[src/rtl/pixie_vram_arbiter_if.sv]
// Bus bundle between the Pixie video fetcher, the CPU and the display RAM.
// The arbiter takes the slave view; requesters and the RAM sit on the master view.
interface pixie_vram_arbiter_if;
    localparam int unsigned ADDR_W = 16;
    localparam int unsigned DATA_W = 8;

    logic              vid_req;
    logic [ADDR_W-1:0] vid_addr;
    logic              vid_ack;
    logic [DATA_W-1:0] vid_data;
    logic              vid_oob;

    logic              cpu_req;
    logic              cpu_we;
    logic [ADDR_W-1:0] cpu_addr;
    logic [DATA_W-1:0] cpu_wdata;
    logic              cpu_ack;
    logic [DATA_W-1:0] cpu_rdata;

    logic              ram_en;
    logic              ram_we;
    logic [ADDR_W-1:0] ram_addr;
    logic [DATA_W-1:0] ram_wdata;
    logic [DATA_W-1:0] ram_rdata;

    logic              busy;

    modport slave (
        input  vid_req, vid_addr, cpu_req, cpu_we, cpu_addr, cpu_wdata, ram_rdata,
        output vid_ack, vid_data, vid_oob, cpu_ack, cpu_rdata,
               ram_en, ram_we, ram_addr, ram_wdata, busy
    );

    modport master (
        output vid_req, vid_addr, cpu_req, cpu_we, cpu_addr, cpu_wdata, ram_rdata,
        input  vid_ack, vid_data, vid_oob, cpu_ack, cpu_rdata,
               ram_en, ram_we, ram_addr, ram_wdata, busy
    );
endinterface

[src/rtl/pixie_vram_arbiter.sv]
// Round-robin arbiter/sequencer giving the Pixie video fetcher and the CPU
// shared access to one single-port synchronous display RAM.
module pixie_vram_arbiter #(
    parameter logic [15:0] VRAM_BASE = 16'h0900,
    parameter logic [15:0] VRAM_MASK = 16'h00FF
) (
    input  logic                  clk,
    input  logic                  reset,
    pixie_vram_arbiter_if.slave   bus
);
    localparam int unsigned ADDR_W = 16;
    localparam int unsigned DATA_W = 8;

    typedef enum logic [1:0] {IDLE, ACCESS, CAPTURE, ACK} state_t;

    state_t            state,       state_nxt;
    logic              grant_vid,   grant_vid_nxt;
    logic              lat_we,      lat_we_nxt;
    logic              last_vid,    last_vid_nxt;
    logic              vid_ack_q,   vid_ack_nxt;
    logic [DATA_W-1:0] vid_data_q,  vid_data_nxt;
    logic              vid_oob_q,   vid_oob_nxt;
    logic              cpu_ack_q,   cpu_ack_nxt;
    logic [DATA_W-1:0] cpu_rdata_q, cpu_rdata_nxt;
    logic              ram_en_q,    ram_en_nxt;
    logic              ram_we_q,    ram_we_nxt;
    logic [ADDR_W-1:0] ram_addr_q,  ram_addr_nxt;
    logic [DATA_W-1:0] ram_wdata_q, ram_wdata_nxt;
    logic              busy_q,      busy_nxt;

    // On a tie, video wins unless it had the previous grant.
    logic pick_vid_c;
    assign pick_vid_c = bus.vid_req && (!bus.cpu_req || !last_vid);

    always_comb begin
        state_nxt     = state;
        grant_vid_nxt = grant_vid;
        lat_we_nxt    = lat_we;
        last_vid_nxt  = last_vid;
        vid_ack_nxt   = 1'b0;
        vid_data_nxt  = vid_data_q;
        vid_oob_nxt   = vid_oob_q;
        cpu_ack_nxt   = 1'b0;
        cpu_rdata_nxt = cpu_rdata_q;
        ram_en_nxt    = 1'b0;
        ram_we_nxt    = 1'b0;
        ram_addr_nxt  = ram_addr_q;
        ram_wdata_nxt = ram_wdata_q;

        case (state)
            IDLE: begin
                if (pick_vid_c) begin
                    grant_vid_nxt = 1'b1;
                    lat_we_nxt    = 1'b0;
                    ram_en_nxt    = 1'b1;
                    // Out-of-window fetches wrap into the window and flag it.
                    ram_addr_nxt  = VRAM_BASE | (bus.vid_addr & VRAM_MASK);
                    if ((bus.vid_addr & ~VRAM_MASK) != (VRAM_BASE & ~VRAM_MASK))
                        vid_oob_nxt = 1'b1;
                    state_nxt     = ACCESS;
                end else if (bus.cpu_req) begin
                    grant_vid_nxt = 1'b0;
                    lat_we_nxt    = bus.cpu_we;
                    ram_en_nxt    = 1'b1;
                    ram_we_nxt    = bus.cpu_we;
                    ram_addr_nxt  = bus.cpu_addr;
                    if (bus.cpu_we)
                        ram_wdata_nxt = bus.cpu_wdata;
                    state_nxt     = ACCESS;
                end
            end
            ACCESS: begin
                // Only the CPU ever writes, so a write ack is always a CPU ack.
                if (lat_we) begin
                    cpu_ack_nxt = 1'b1;
                    state_nxt   = ACK;
                end else begin
                    state_nxt   = CAPTURE;
                end
            end
            CAPTURE: begin
                if (grant_vid) begin
                    vid_data_nxt  = bus.ram_rdata;
                    vid_ack_nxt   = 1'b1;
                end else begin
                    cpu_rdata_nxt = bus.ram_rdata;
                    cpu_ack_nxt   = 1'b1;
                end
                state_nxt = ACK;
            end
            ACK: begin
                last_vid_nxt = grant_vid;
                state_nxt    = IDLE;
            end
            default: state_nxt = IDLE;
        endcase

        busy_nxt = (state_nxt != IDLE);
    end

    always_ff @(posedge clk or negedge reset) begin
        if (!reset) begin
            state       <= IDLE;
            grant_vid   <= 1'b0;
            lat_we      <= 1'b0;
            last_vid    <= 1'b0;
            vid_ack_q   <= 1'b0;
            vid_data_q  <= '0;
            vid_oob_q   <= 1'b0;
            cpu_ack_q   <= 1'b0;
            cpu_rdata_q <= '0;
            ram_en_q    <= 1'b0;
            ram_we_q    <= 1'b0;
            ram_addr_q  <= VRAM_BASE;
            ram_wdata_q <= '0;
            busy_q      <= 1'b0;
        end else begin
            state       <= state_nxt;
            grant_vid   <= grant_vid_nxt;
            lat_we      <= lat_we_nxt;
            last_vid    <= last_vid_nxt;
            vid_ack_q   <= vid_ack_nxt;
            vid_data_q  <= vid_data_nxt;
            vid_oob_q   <= vid_oob_nxt;
            cpu_ack_q   <= cpu_ack_nxt;
            cpu_rdata_q <= cpu_rdata_nxt;
            ram_en_q    <= ram_en_nxt;
            ram_we_q    <= ram_we_nxt;
            ram_addr_q  <= ram_addr_nxt;
            ram_wdata_q <= ram_wdata_nxt;
            busy_q      <= busy_nxt;
        end
    end

    assign bus.vid_ack   = vid_ack_q;
    assign bus.vid_data  = vid_data_q;
    assign bus.vid_oob   = vid_oob_q;
    assign bus.cpu_ack   = cpu_ack_q;
    assign bus.cpu_rdata = cpu_rdata_q;
    assign bus.ram_en    = ram_en_q;
    assign bus.ram_we    = ram_we_q;
    assign bus.ram_addr  = ram_addr_q;
    assign bus.ram_wdata = ram_wdata_q;
    assign bus.busy      = busy_q;
endmodule

[src/flat_wrapper.sv]
// flat-port wrapper written by rule: the top's interface ports become plain ports
module pixie_vram_arbiter_flat 
#(
    parameter logic [15:0] VRAM_BASE = 16'h0900,
    parameter logic [15:0] VRAM_MASK = 16'h00FF
)
  (clk, reset, bus_vid_req, bus_vid_addr, bus_cpu_req, bus_cpu_we, bus_cpu_addr, bus_cpu_wdata, bus_ram_rdata, bus_vid_ack, bus_vid_data, bus_vid_oob, bus_cpu_ack, bus_cpu_rdata, bus_ram_en, bus_ram_we, bus_ram_addr, bus_ram_wdata, bus_busy);
  pixie_vram_arbiter_if bus_i ();
  input  logic clk;
  input  logic reset;
  input wire logic [$bits(bus_i.vid_req)-1:0] bus_vid_req;
  input wire logic [$bits(bus_i.vid_addr)-1:0] bus_vid_addr;
  input wire logic [$bits(bus_i.cpu_req)-1:0] bus_cpu_req;
  input wire logic [$bits(bus_i.cpu_we)-1:0] bus_cpu_we;
  input wire logic [$bits(bus_i.cpu_addr)-1:0] bus_cpu_addr;
  input wire logic [$bits(bus_i.cpu_wdata)-1:0] bus_cpu_wdata;
  input wire logic [$bits(bus_i.ram_rdata)-1:0] bus_ram_rdata;
  output wire logic [$bits(bus_i.vid_ack)-1:0] bus_vid_ack;
  output wire logic [$bits(bus_i.vid_data)-1:0] bus_vid_data;
  output wire logic [$bits(bus_i.vid_oob)-1:0] bus_vid_oob;
  output wire logic [$bits(bus_i.cpu_ack)-1:0] bus_cpu_ack;
  output wire logic [$bits(bus_i.cpu_rdata)-1:0] bus_cpu_rdata;
  output wire logic [$bits(bus_i.ram_en)-1:0] bus_ram_en;
  output wire logic [$bits(bus_i.ram_we)-1:0] bus_ram_we;
  output wire logic [$bits(bus_i.ram_addr)-1:0] bus_ram_addr;
  output wire logic [$bits(bus_i.ram_wdata)-1:0] bus_ram_wdata;
  output wire logic [$bits(bus_i.busy)-1:0] bus_busy;
  assign bus_i.vid_req = bus_vid_req;
  assign bus_i.vid_addr = bus_vid_addr;
  assign bus_i.cpu_req = bus_cpu_req;
  assign bus_i.cpu_we = bus_cpu_we;
  assign bus_i.cpu_addr = bus_cpu_addr;
  assign bus_i.cpu_wdata = bus_cpu_wdata;
  assign bus_i.ram_rdata = bus_ram_rdata;
  assign bus_vid_ack = bus_i.vid_ack;
  assign bus_vid_data = bus_i.vid_data;
  assign bus_vid_oob = bus_i.vid_oob;
  assign bus_cpu_ack = bus_i.cpu_ack;
  assign bus_cpu_rdata = bus_i.cpu_rdata;
  assign bus_ram_en = bus_i.ram_en;
  assign bus_ram_we = bus_i.ram_we;
  assign bus_ram_addr = bus_i.ram_addr;
  assign bus_ram_wdata = bus_i.ram_wdata;
  assign bus_busy = bus_i.busy;
  pixie_vram_arbiter #(.VRAM_BASE(VRAM_BASE), .VRAM_MASK(VRAM_MASK)) u_core (.clk(clk), .reset(reset), .bus(bus_i));
endmodule
[config.mk]
export PLATFORM = sky130hd
export DESIGN_NAME = pixie_vram_arbiter_flat
export DESIGN_NICKNAME = d
export VERILOG_FILES = /design/src/rtl/pixie_vram_arbiter_if.sv /design/src/rtl/pixie_vram_arbiter.sv /design/src/flat_wrapper.sv
export SDC_FILE = /design/constraint.sdc
export NUM_CORES = 1
export LEC_CHECK = 0
export ABC_AREA = 1
export CORE_AREA = 4 4 100 83
export DETAILED_ROUTE_END_ITERATION = 10
export DIE_AREA = 0 0 104 87
export HOLD_SLACK_MARGIN = 0.12
export PLACE_DENSITY = 0.72
export SETUP_SLACK_MARGIN = 0.1
export SLEW_MARGIN = 10
export SYNTH_ARGS = -nofsm -noshare
export SYNTH_HDL_FRONTEND = slang
export SYNTH_SLANG_ARGS = --single-unit
[constraint.sdc]
create_clock -name clk -period 2.64 [get_ports clk]
set_input_delay 0.396 -clock clk [delete_from_list [all_inputs] [get_ports clk]]
set_output_delay 0.396 -clock clk [all_outputs]
set_load 0.1 [all_outputs]
==> flow_summary.json <==
{
  "status": "completed",
  "initial_utilization": 0.306,
  "yosysTopAreaCellShare": 0.549,
  "slew_violations": 0,
  "gp_congestion": 0.824,
  "numCtsBuffers": 5,
  "crit_type": "register to register",
  "routed_via_density": 4.61,
  "vias": 2028,
  "synth_top_family_by_area": "simple AND/OR/NAND/NOR gates",
  "synth_nets": 309,
  "cts-root-buf": "clkbuf_8",
  "max-clock-path-buffers": 2,
  "critPathCaptureType": "register",
  "core_mm2": 0.00729,
  "most-common-layout-cells": "nand2_1 (91), clkdlybuf4s50_1 (51), dfrtp_1 (49)",
  "path_clk_slew_ns": 0.09,
  "grt_busiest_layer": "met2",
  "drt-pass1-iter-count": 4,
  "setup_tns_ns": 0,
  "arrival_ns": 2.10,
  "n_antenna_cell": 0,
  "period_share": 0.721,
  "overflow": 0,
  "fin_crit_ns": 1.90,
  "r2r_slack_ns": 0.74,
  "io_buffer_count": 98,
  "ys_ff_latch": 51,
  "mostFrequentLayoutCell": "nand2_1",
  "io_pins": 99,
  "dp_hpwl_um": 4640,
  "maxCapViolCount": 0,
  "setup_violations": 0,
  "maxSlewHeadroom": 0.658,
  "synth_mux_area_frac": 0,
  "synth-xor-area-share": 0,
  "fin_nets": 406,
  "tightest_slew_ns": 0.512,
  "die_x_um": 104,
  "rsz0062_at_grt": "no",
  "wl_um": 6120,
  "synth_top_cell_by_area": "dfrtp_1",
  "die_h_um": 87,
  "fin_skew_ns": 0.00851,
  "synthDistinctLibCells": 21,
  "use_met3": 0.0489,
  "final.fill_count": 731,
  "syn_inst": 252,
  "use_met2": 0.225,
  "synth_compound_area_frac": 0.0460,
  "fp.dieArea_mm2": 0.00905,
  "antenna_left": 0,
  "syn_area_mm2": 0.00223,
  "numClockSinks": 51,
  "register_area_mm2": 0.00128,
  "synth.area.top_cells": "dfrtp_1 (55%), nand2_1 (15%), nand3_1 (7.2%)",
  "hold_path.class": "register to register",
  "area_growth_pct": 45.3,
  "seq_area_frac_synth": 0.573,
  "use_met1": 0.170,
  "antenna_found_initial": 0,
  "rows": 28,
  "clock_latency_ns": 0.30,
  "drc": 0,
  "layout-drive-gt1-share": 0.180,
  "syn_avg_cell_area_um2": 8.86,
  "required_ns": 2.83,
  "fmax_mhz": 525,
  "start_kind": "register",
  "drt-initial-drc-count": 83,
  "grt_max_degree": 35,
  "cts_max_level": 2,
  "grt_pass1_vias": 2066,
  "hold_violations": 0,
  "avgRoutedWirePerCell_um": 13.9,
  "synth_warnings": 0,
  "cts_resized": 0,
  "track_usage": 0.137,
  "synth-simple-area-share": 0.274,
  "cts_tree": "built",
  "multi_input_area_um2": 763,
  "grt_pass1_wl_um": 10000,
  "synth_adder_area_share": 0.0224,
  "crit_fanout": 19
}
metal layers:
metal	vias up	share of wire
li1	992	-
met1	944	0.42
met2	83	0.48
met3	9	0.083
met4	0	0.017
met5	-	0
flip-flops by register name, summed over array words and instances (netlist names):
name,cells
u_core.bus.vid_data,8
u_core.bus.cpu_rdata,8
u_core.bus.ram_en,1
u_core.grant_vid,1
u_core.last_vid,1
u_core.bus.ram_wdata,8
u_core.lat_we,1
u_core.bus.busy,1
u_core.state,2
u_core.bus.ram_addr,16
u_core.bus.cpu_ack,1
u_core.bus.vid_ack,1
u_core.bus.ram_we,1
u_core.bus.vid_oob,1
area by class of cell:
type,instances,area share
well taps,90,0.0347
multi-input cells,164,0.235
flip-flops and latches,51,0.394
clock buffers,7,0.0235
repair buffers,101,0.273
clock inverters,1,0.00926
inverters,26,0.0301
cell families after synthesis:
kind of cell,after synthesis
and+or+nand+nor,140
DFF,51
buffers and inverters,37
AOI/OAI and AO/OA,20
adders and majority gates,4
final timing paths:
kind | to | depth (start not counted) | startpoint
min reg2reg | u_core.bus.vid_oob | 2 | u_core.bus.vid_oob
max in group asynchronous | u_core.bus.ram_addr[8] | 3 | reset
min in group asynchronous | u_core.bus.cpu_rdata[4] | 2 | reset
max | u_core.bus.ram_wdata[5] | 7 | u_core.state[0]
max reg2reg | u_core.bus.ram_wdata[5] | 7 | u_core.state[0]
min | u_core.bus.vid_oob | 2 | u_core.bus.vid_oob
cell usage after synthesis:
| cell type | number |
|---|---|
| buf_6 | 1 |
| buf_2 | 1 |
| o21bai_1 | 1 |
| nand3_2 | 2 |
| inv_1 | 25 |
| clkbuf_8 | 2 |
| a21oi_1 | 2 |
| nand2_1 | 91 |
| nand4_1 | 8 |
| clkbuf_1 | 3 |
| nand2_2 | 2 |
| inv_2 | 1 |
| buf_8 | 1 |
| dfrtp_1 | 49 |
| nand3_1 | 32 |
| ha_1 | 4 |
| buf_4 | 3 |
| nand2_4 | 1 |
| nor2_1 | 4 |
| dfstp_2 | 2 |
| o21ai_0 | 17 |
critical path: stages, from the launching register on:
cell     delay [ns]
dfrtp_1        0.43
inv_1          0.11
ha_1           0.26
nand2_2        0.27
inv_2          0.32
nand3_2        0.24
nand2_1        0.12
nand2_1        0.05
per-stage QoR:
stage               utilization  hold WS, ns  std cells  setup slack, ns  cell area (µm²)
finish                    0.445        0.473        440            0.736             3240
global placement          0.429        0.348        431            0.701             3130
global route              0.445        0.514        440            0.575             3240
CTS                       0.445        0.475        440            0.744             3240
detailed placement        0.429        0.358        431            0.601             3130
floorplan                     -        0.100        252             1.28             2230
repair_timing:
item                      CTS  global route
buffers inserted            0             0
hold buffers                1             0
hold endpoints to repair   17             0
Power is left out: the tool's default activity adds up to more than one toggle a clock period on the data nets, which glitch-free logic cannot reach.
